--- config.mk ---
export PLATFORM = sky130hd
export DESIGN_NAME = pokemon_match_ctrl
export DESIGN_NICKNAME = d
export VERILOG_FILES = /design/src/rtl/pokemon_match_ctrl.sv
export SDC_FILE = /design/constraint.sdc
export NUM_CORES = 1
export LEC_CHECK = 0
export ABC_AREA = 1
export ABC_CLOCK_PERIOD_IN_PS = 4800
export CELL_PAD_IN_SITES_DETAIL_PLACEMENT = 1
export CELL_PAD_IN_SITES_GLOBAL_PLACEMENT = 2
export CORE_MARGIN = 3
export CORE_UTILIZATION = 37
export CTS_CLUSTER_SIZE = 14
export DETAILED_ROUTE_END_ITERATION = 8
export PLACE_DENSITY_LB_ADDON = 0.08
export SLEW_MARGIN = 20
export SYNTH_ARGS = -nofsm -noshare
export SYNTH_HDL_FRONTEND = slang
export SYNTH_SLANG_ARGS = --single-unit
--- constraint.sdc ---
create_clock -name clk -period 4.8 [get_ports clk]
set_input_delay 0.96 -clock clk [delete_from_list [all_inputs] [get_ports clk]]
set_output_delay 0.96 -clock clk [all_outputs]
set_load 0.02 [all_outputs]
--- src/rtl/pokemon_match_ctrl.sv ---
// Two-player match sequencer: idle/countdown/play/game-over flow, shoot-to-fire gating, HP and winner.
// Optional per-player magazine with timed reload when the macro POKEMON_AMMO_EN is defined.
module pokemon_match_ctrl #(
    parameter int CLK_HZ        = 1000,
    parameter int COUNTDOWN_S   = 3,
    parameter int COOLDOWN_CYC  = 250,
    parameter int START_HP      = 5,
    parameter int OVER_HOLD_CYC = 3000
`ifdef POKEMON_AMMO_EN
    ,
    parameter int AMMO_MAX      = 8,
    parameter int RELOAD_CYC    = 2000
`endif
) (
    input  logic       clk,
    input  logic       reset,
    input  logic       start,
    input  logic       p1_shoot,
    input  logic       p2_shoot,
    input  logic       p1_proj_done,
    input  logic       p2_proj_done,
    input  logic       p1_hit,
    input  logic       p2_hit,
    output logic [1:0] state,
    output logic [1:0] countdown,
    output logic       play_en,
    output logic       p1_fire,
    output logic       p2_fire,
    output logic [3:0] p1_hp,
    output logic [3:0] p2_hp,
    output logic [1:0] winner
`ifdef POKEMON_AMMO_EN
    ,
    output logic [3:0] p1_ammo,
    output logic [3:0] p2_ammo
`endif
);
    typedef enum logic [1:0] {
        S_IDLE  = 2'd0,
        S_COUNT = 2'd1,
        S_PLAY  = 2'd2,
        S_OVER  = 2'd3
    } state_t;

    // One timer serves both the countdown seconds and the game-over hold.
    localparam int TMR_MAX = (CLK_HZ > OVER_HOLD_CYC) ? CLK_HZ : OVER_HOLD_CYC;
    localparam int TMR_W   = $clog2(TMR_MAX + 1);
    localparam int CD_W    = $clog2(COOLDOWN_CYC + 1);

    function automatic logic [3:0] sat_dec(input logic [3:0] v);
        return (v == 4'd0) ? 4'd0 : v - 4'd1;
    endfunction

    state_t           st;
    logic [TMR_W-1:0] timer;
    logic [1:0]       shoot;
    logic [1:0]       shoot_prev;
    logic [1:0]       shoot_rise;
    logic [1:0]       done;
    logic [1:0]       in_flight;
    logic [1:0]       grant;
    logic [CD_W-1:0]  cooldown [2];
    logic [3:0]       p1_hp_nx;
    logic [3:0]       p2_hp_nx;
    logic             start_match;

`ifdef POKEMON_AMMO_EN
    localparam int RL_W = $clog2(RELOAD_CYC + 1);
    logic [3:0]      ammo   [2];
    logic [RL_W-1:0] reload [2];

    assign p1_ammo = ammo[0];
    assign p2_ammo = ammo[1];
`endif

    assign state = st;

    always_comb begin
        shoot       = {p2_shoot, p1_shoot};
        done        = {p2_proj_done, p1_proj_done};
        shoot_rise  = shoot & ~shoot_prev;
        start_match = start && (st == S_IDLE || st == S_OVER);
        p1_hp_nx    = p1_hit ? sat_dec(p1_hp) : p1_hp;
        p2_hp_nx    = p2_hit ? sat_dec(p2_hp) : p2_hp;
        grant       = 2'b00;
        // A done pulse in the same cycle as a new edge consumes that edge.
        for (int i = 0; i < 2; i++) begin
            grant[i] = (st == S_PLAY) && shoot_rise[i] && !done[i] && !in_flight[i]
                       && (cooldown[i] == '0)
`ifdef POKEMON_AMMO_EN
                       && (ammo[i] != 4'd0)
`endif
                       ;
        end
    end

    always_ff @(posedge clk) begin
        if (reset) begin
            st         <= S_IDLE;
            countdown  <= 2'd0;
            play_en    <= 1'b0;
            p1_fire    <= 1'b0;
            p2_fire    <= 1'b0;
            p1_hp      <= 4'(START_HP);
            p2_hp      <= 4'(START_HP);
            winner     <= 2'd0;
            timer      <= '0;
            shoot_prev <= 2'b00;
            in_flight  <= 2'b00;
            for (int i = 0; i < 2; i++) begin
                cooldown[i] <= '0;
`ifdef POKEMON_AMMO_EN
                ammo[i]     <= 4'(AMMO_MAX);
                reload[i]   <= '0;
`endif
            end
        end else begin
            shoot_prev <= shoot;
            p1_fire    <= grant[0];
            p2_fire    <= grant[1];
            for (int i = 0; i < 2; i++) begin
                if (grant[i])
                    cooldown[i] <= CD_W'(COOLDOWN_CYC);
                else if (cooldown[i] != '0)
                    cooldown[i] <= cooldown[i] - CD_W'(1);
`ifdef POKEMON_AMMO_EN
                // Reload timer only runs while the magazine is empty.
                if (start_match) begin
                    ammo[i]   <= 4'(AMMO_MAX);
                    reload[i] <= '0;
                end else if (grant[i]) begin
                    ammo[i] <= ammo[i] - 4'd1;
                end else if (ammo[i] == 4'd0) begin
                    if (reload[i] == RL_W'(RELOAD_CYC - 1)) begin
                        ammo[i]   <= 4'(AMMO_MAX);
                        reload[i] <= '0;
                    end else begin
                        reload[i] <= reload[i] + RL_W'(1);
                    end
                end
`endif
            end

            if (start_match) begin
                st        <= S_COUNT;
                countdown <= 2'(COUNTDOWN_S);
                timer     <= '0;
                p1_hp     <= 4'(START_HP);
                p2_hp     <= 4'(START_HP);
                winner    <= 2'd0;
                in_flight <= 2'b00;
            end else begin
                case (st)
                    S_COUNT: begin
                        if (timer == TMR_W'(CLK_HZ - 1)) begin
                            timer <= '0;
                            if (countdown == 2'd1) begin
                                st        <= S_PLAY;
                                countdown <= 2'd0;
                                play_en   <= 1'b1;
                            end else begin
                                countdown <= countdown - 2'd1;
                            end
                        end else begin
                            timer <= timer + TMR_W'(1);
                        end
                    end
                    S_PLAY: begin
                        in_flight <= (in_flight & ~done) | grant;
                        p1_hp     <= p1_hp_nx;
                        p2_hp     <= p2_hp_nx;
                        // winner bit 1 flags P1 knocked out, bit 0 flags P2.
                        if (p1_hp_nx == 4'd0 || p2_hp_nx == 4'd0) begin
                            st      <= S_OVER;
                            play_en <= 1'b0;
                            timer   <= '0;
                            winner  <= {p1_hp_nx == 4'd0, p2_hp_nx == 4'd0};
                        end
                    end
                    S_OVER: begin
                        in_flight <= 2'b00;
                        if (timer == TMR_W'(OVER_HOLD_CYC - 1)) begin
                            st    <= S_IDLE;
                            timer <= '0;
                        end else begin
                            timer <= timer + TMR_W'(1);
                        end
                    end
                    default: ;
                endcase
            end
        end
    end
endmodule

# Yosys cells after proc, flatten, opt, wreduce, memory -nomap -nowiden
# Memories as Yosys holds them, arrays and structs flattened.
# Cells that the tools add are included.
# word_totals
wordCells,123
ramBits,16
out_inout_bits,17
mem_count,1
reg_bits,33
in_bits,9
# classes
n_mux,43
eq_ne,14
n_reduce_logical,37
add_sub_neg,6
n_bitwise,10
# mem_list
memory,depth,width,read_ports,rd_ports_with_merged_regs,wr,line_no,text
cooldown,2,8,2,0,2,62,logic [CD_W-1:0] cooldown [2];
# op_table
operator,n
2-to-1 mux 12 bit,3
case mux 12 bit (3 select lines),1
2-to-1 mux 8 bit,4
2-to-1 mux 1 bit,20
zero test 4 bit,4
zero test 8 bit,2
2-to-1 mux 2 bit,8
2-to-1 mux 4 bit,4
nonzero test 8 bit,2
subtractor 8 x 1 -> 8 bit (second input constant),2
AND reduction 5 bit,3
adder 12 x 1 -> 12 bit (second input constant),1
== test 12 x 10 -> 1 bit (second input constant),1
== test 12 bit (second input constant),1
logical AND 1 bit,9
nonzero test 2 bit,4
subtractor 4 x 1 -> 4 bit (second input constant),2
inequality test 3 x 2 -> 1 bit (second input constant),2
inequality test 3 bit (second input constant),2
case mux 2 bit (3 select lines),1
AND reduction 2 bit,3
AND 2 bit,2
== test 2 x 1 -> 1 bit (second input constant),2
== test 2 bit (second input constant),2
other kinds (15),25

# Depth between registers and ports, before layout
# depth
ltp_word,11
mapped_depth,10
depth_no_buf,10

# Worst setup path after synthesis
# Ideal clock, no wire load.
# synth_path
path_kind,input port to flip-flop
start,input port reset
end,memory cooldown[0][0] (netlist bit) (enable)
path_buffers,1
stages,4
setup_ns,0.329
setup_slack_ns,2.901
t_arrival_ns,1.570
required_ns,4.471
path_cell_list,buf_2 -> inv_1 -> o21ai_1 -> nand2_1
# synth_lines
element,line_no,text
from (decl),16,"input logic reset,"
to (decl),62,

# Worst setup path after layout
# layout_path
start,"register st[1], in the netlist state[1]"
end,output port state[1]
# layout_lines
element,line_no,text
from (decl),54,state_t st;
from (signal assigned),99,st <= S_IDLE;
from (signal assigned),145,st <= S_COUNT;
from (signal assigned),158,st <= S_PLAY;
to (decl),24,"output logic [1:0] state,"
# No word-level cell between the ends.

==> summary.md <==
| Metric | Value |
|---|---|
| Outcome | `complete, no violations` |
| Die H | `a little over 90 µm` |
| Combinational family with the most area after synthesis | `simple AND/OR/NAND/NOR gates` |
| DP Area | `3180 µm²` |
| All-Layer GR Usage | `14.4%` |
| Crit path kind | `reg2out` |
| R2R Path Start | `state[1]$_SDFFE_PP0P_` |
| Leak Pwr | `around 1.3 nW` |
| Vias in the first global route | `~2200` |
| Register area | `between 1000 and 1500 µm²` |
| Yosys warning count | `0` |
| Fin cells | `484` |
| Via count | `2264` |
| Minimum clock period | `2.41 ns` |
| Final Hold Vio Count | `0` |
| Synth Area in Simple Gates | `35.8%` |
| Sequential fraction of the synthesis area | `between 40% and 50%` |
| Setup Skew | `0.00781 ns` |
| Detail Placement HPWL | `4.75 mm` |
| Multiplexer share of the synthesized area | `0%` |
| Register-to-Register Path Depth | `7` |
| Std cell rows | `31` |
| RSZ-0062 raised after global routing | `no` |
| Core Util, Final | `45.2%` |
| Synthesis-stage register bit count | `about 50` |
| Max incr delay on CP | `0.66 ns` |
| Pwr/cell area | `404 nW/µm²` |
| Diodes inserted | `0` |
| Worst hold start | `timer[10]$_SDFFE_PP0P_` |
| R2r endpoint | `cooldown[0][4]$_SDFFCE_PN0P_` |
| Critical Path, Cell by Cell | `clkdlybuf4s50_1` |
| Syn_area_per_cell | `about 8.0 µm²` |
| FILL cells | `around 900` |
| R2R setup slack | `2.53 ns` |
| Rel. slew slack | `a little over three fifths` |
| Max Buffers Root-to-Sink | `2` |
| Worst vdd rail ir drop | `169 µV` |
| H-tree depth | `2` |
| Layout area overhead | `17.7%` |
| I/O pins | `26` |
| Most area-consuming cells after synthesis | `dfxtp_1 (23%), edfxtp_1 (17%), nand2_1 (8.5%), inv_1 (6.3%), nor2_1 (5.9%)` |
| Die area | `8700 µm²` |
| Hold endpoint | `timer[10]$_SDFFE_PP0P_` |
| Clk sinks | `between 40 and 50` |
| Core footprint | `7330 µm²` |
| WHS | `0.478 ns` |
| Final antenna-violating net count | `0` |
| Area leader, netlist | `dfxtp_1` |
| First-pass GRT wire length | `10.2 mm` |
| Hold-fix buffers, CTS | `0` |
| Total placed cells including tap cells | `between 400 and 500` |
| CP Capture Type | `primary output` |
| Place WS | `2.10 ns` |
| Die Wd | `93.3 µm` |
| Drt total wl | `5.83 mm` |
| Gr ovfl total | `0` |
| Tcrit/Tclk final | `50.1%` |
| Synth Instances | `354` |
| Hold WC Path Type | `reg2reg` |
| Port-buffer cells | `25` |
| Post-synthesis compound-gate area fraction | `under 10%` |
| DR WL/cell | `around 12 µm` |
| Drt first pass iters | `4` |
| Worst Path Arrival | `1.45 ns` |
| CTS resizes | `0` |
| Crit path launch type | `flop` |
| Xor/xnor share of the synthesized area | `under 10%` |
| CTS Buf Count | `5` |
| Initial core utilization | `between 30 and 40%` |
| Final setup margin | `2.39 ns` |
| Largest net degree at the start of global routing | `16` |
| Insertion delay to the later sink of the worst-skew pair | `about 0.30 ns` |
| Crit path max-delay family | `buffers and inverters` |
| Tot Pwr | `1.34 mW` |
| Highest-delay cell along the critical path | `clkdlybuf4s50_1` |
| Initial antenna violation count | `0` |
| Synth Cell Area | `2820 µm²` |
| Post-CTS Setup Bufs | `0` |
| Maxcap violations | `0` |
| Critical Path RT | `3.84 ns` |
| Root Buffer | `clkbuf_8` |
| Critical path peak fanout | `6` |
| Final #Nets | `just over 400` |
| Syn Nets | `approximately 370` |
| Via/cell ratio | `around 4.7` |
| Yosys top cell area share | `23.4%` |
| Fraction of the mapped netlist area in adder cells | `4.88%` |
| Worst Hold Depth | `2` |
| Worst-path clk slew | `approximately 0.090 ns` |
| # setup viols final | `0` |
| Gpl congestion | `0.725` |
| Slew Limit Fails | `0` |
| Final Instance Area | `3320 µm²` |
| CP bufs+invs | `1` |
| DRC viols | `0` |
| Distinct cells, synth | `37` |
| Multi-input logic area | `1460 µm²` |
| Tightest Pin Transition | `0.555 ns` |
| F_max | `416 MHz` |
| Share of post-route cells with drive strength above 1 | `17.4%` |
| Iter 0 DRT Violations | `43` |
| Sum of negative setup slack | `0 ns` |
| CTS tree | `done` |
[cell usage in the layout (no fill, tap or decap), types with 5 or more instances in the layout]
master	netlist	final
inv_1	47	47
edfxtp_1	16	16
nand2_2	6	6
clkbuf_8	0	5
ha_1	11	11
nand4_1	5	5
clkdlybuf4s50_1	0	25
inv_2	6	6
nor2_1	44	44
nand3_2	6	6
nand2_1	64	64
a21oi_1	15	15
xor2_1	5	5
o21ai_1	6	6
nor2_2	17	17
o21ai_0	7	7
nor2_4	6	6
dfxtp_1	33	33
xnor2_1	6	6
nand3_1	23	23
[how the worst max path moves through the flow]
stage,cells past startpoint,startpoint,endpoint
global placement,6,reset,cooldown[1][1]$_DFFE_PP_
finish,1,state[1]$_SDFFE_PP0P_,state[1]
floorplan,4,reset,cooldown[0][0]$_SDFFCE_PN0P_
CTS,1,state[1]$_SDFFE_PP0P_,state[1]
detailed placement,4,reset,cooldown[0][0]$_SDFFCE_PN0P_
global route,4,reset,cooldown[0][4]$_SDFFCE_PN0P_
[state kept, by name, indices dropped and copies added, names as in the netlist]
name and flops:
countdown 2, in_flight 2, state 2, play_en 1, p1_hp 4, cooldown 16, shoot_prev 2, p2_hp 4
winner 2, p2_fire 1, p1_fire 1, timer 12
[per-layer routing]
layer / part of all wire [%] / vias to the layer above / GRT usage, %
met2: 50 / 12 / 25.7
li1: - / 1191 / -
met3: 1.7 / 5 / 2.25
met5: 0 / - / 0
met1: 47 / 1056 / 18.1
met4: 0.96 / 0 / 3.66
[final cells by class]
cell class,instances,area share [%]
Clock buffer,5,2.07
Clock inverter,3,1.96
Inverter,54,6.19
Multi-Input combinational cell,249,44.1
Sequential cell,49,34.4
Tap cell,99,3.73
Timing Repair Buffer,25,7.54
[cell usage after synthesis]
master     n
nor2_4     6
nor2_2    17
a21oi_1   15
inv_4      1
buf_2      2
nand3_1   23
a21o_1     1
xor2_1     5
a31oi_1    1
nand3_2    6
nor2_1    44
xnor2_1    6
nor4_4     1
dfxtp_1   33
ha_1      11
or2_1      2
a21oi_2    1
o21ai_0    7
o21ai_1    6
nand2_1   64
edfxtp_1  16
o211ai_1   2
nand2_4    1
inv_2      6
nor3_1     3
nand2_2    6
nor3_2     4
nor3_4     1
or2_2      4
a21boi_0   1
nand4_1    5
nand3_4    1
inv_1     47
nand2_8    1
o21ai_2    2
o21ai_4    1
nand3b_1   1
[report_power, final]
group	internal (mW)	switching, mW	total (mW)
sequential	0.488	0.0484	0.536
combinational	0.171	0.289	0.460
clock	0.207	0.137	0.344
[cell families after synthesis]
kind of cell	Yosys count
compound gates	37
fa+ha+maj	11
buf+inv	56
flops	49
xor+xnor	11
simple gates	190
Power figures use the tool's default switching activity.
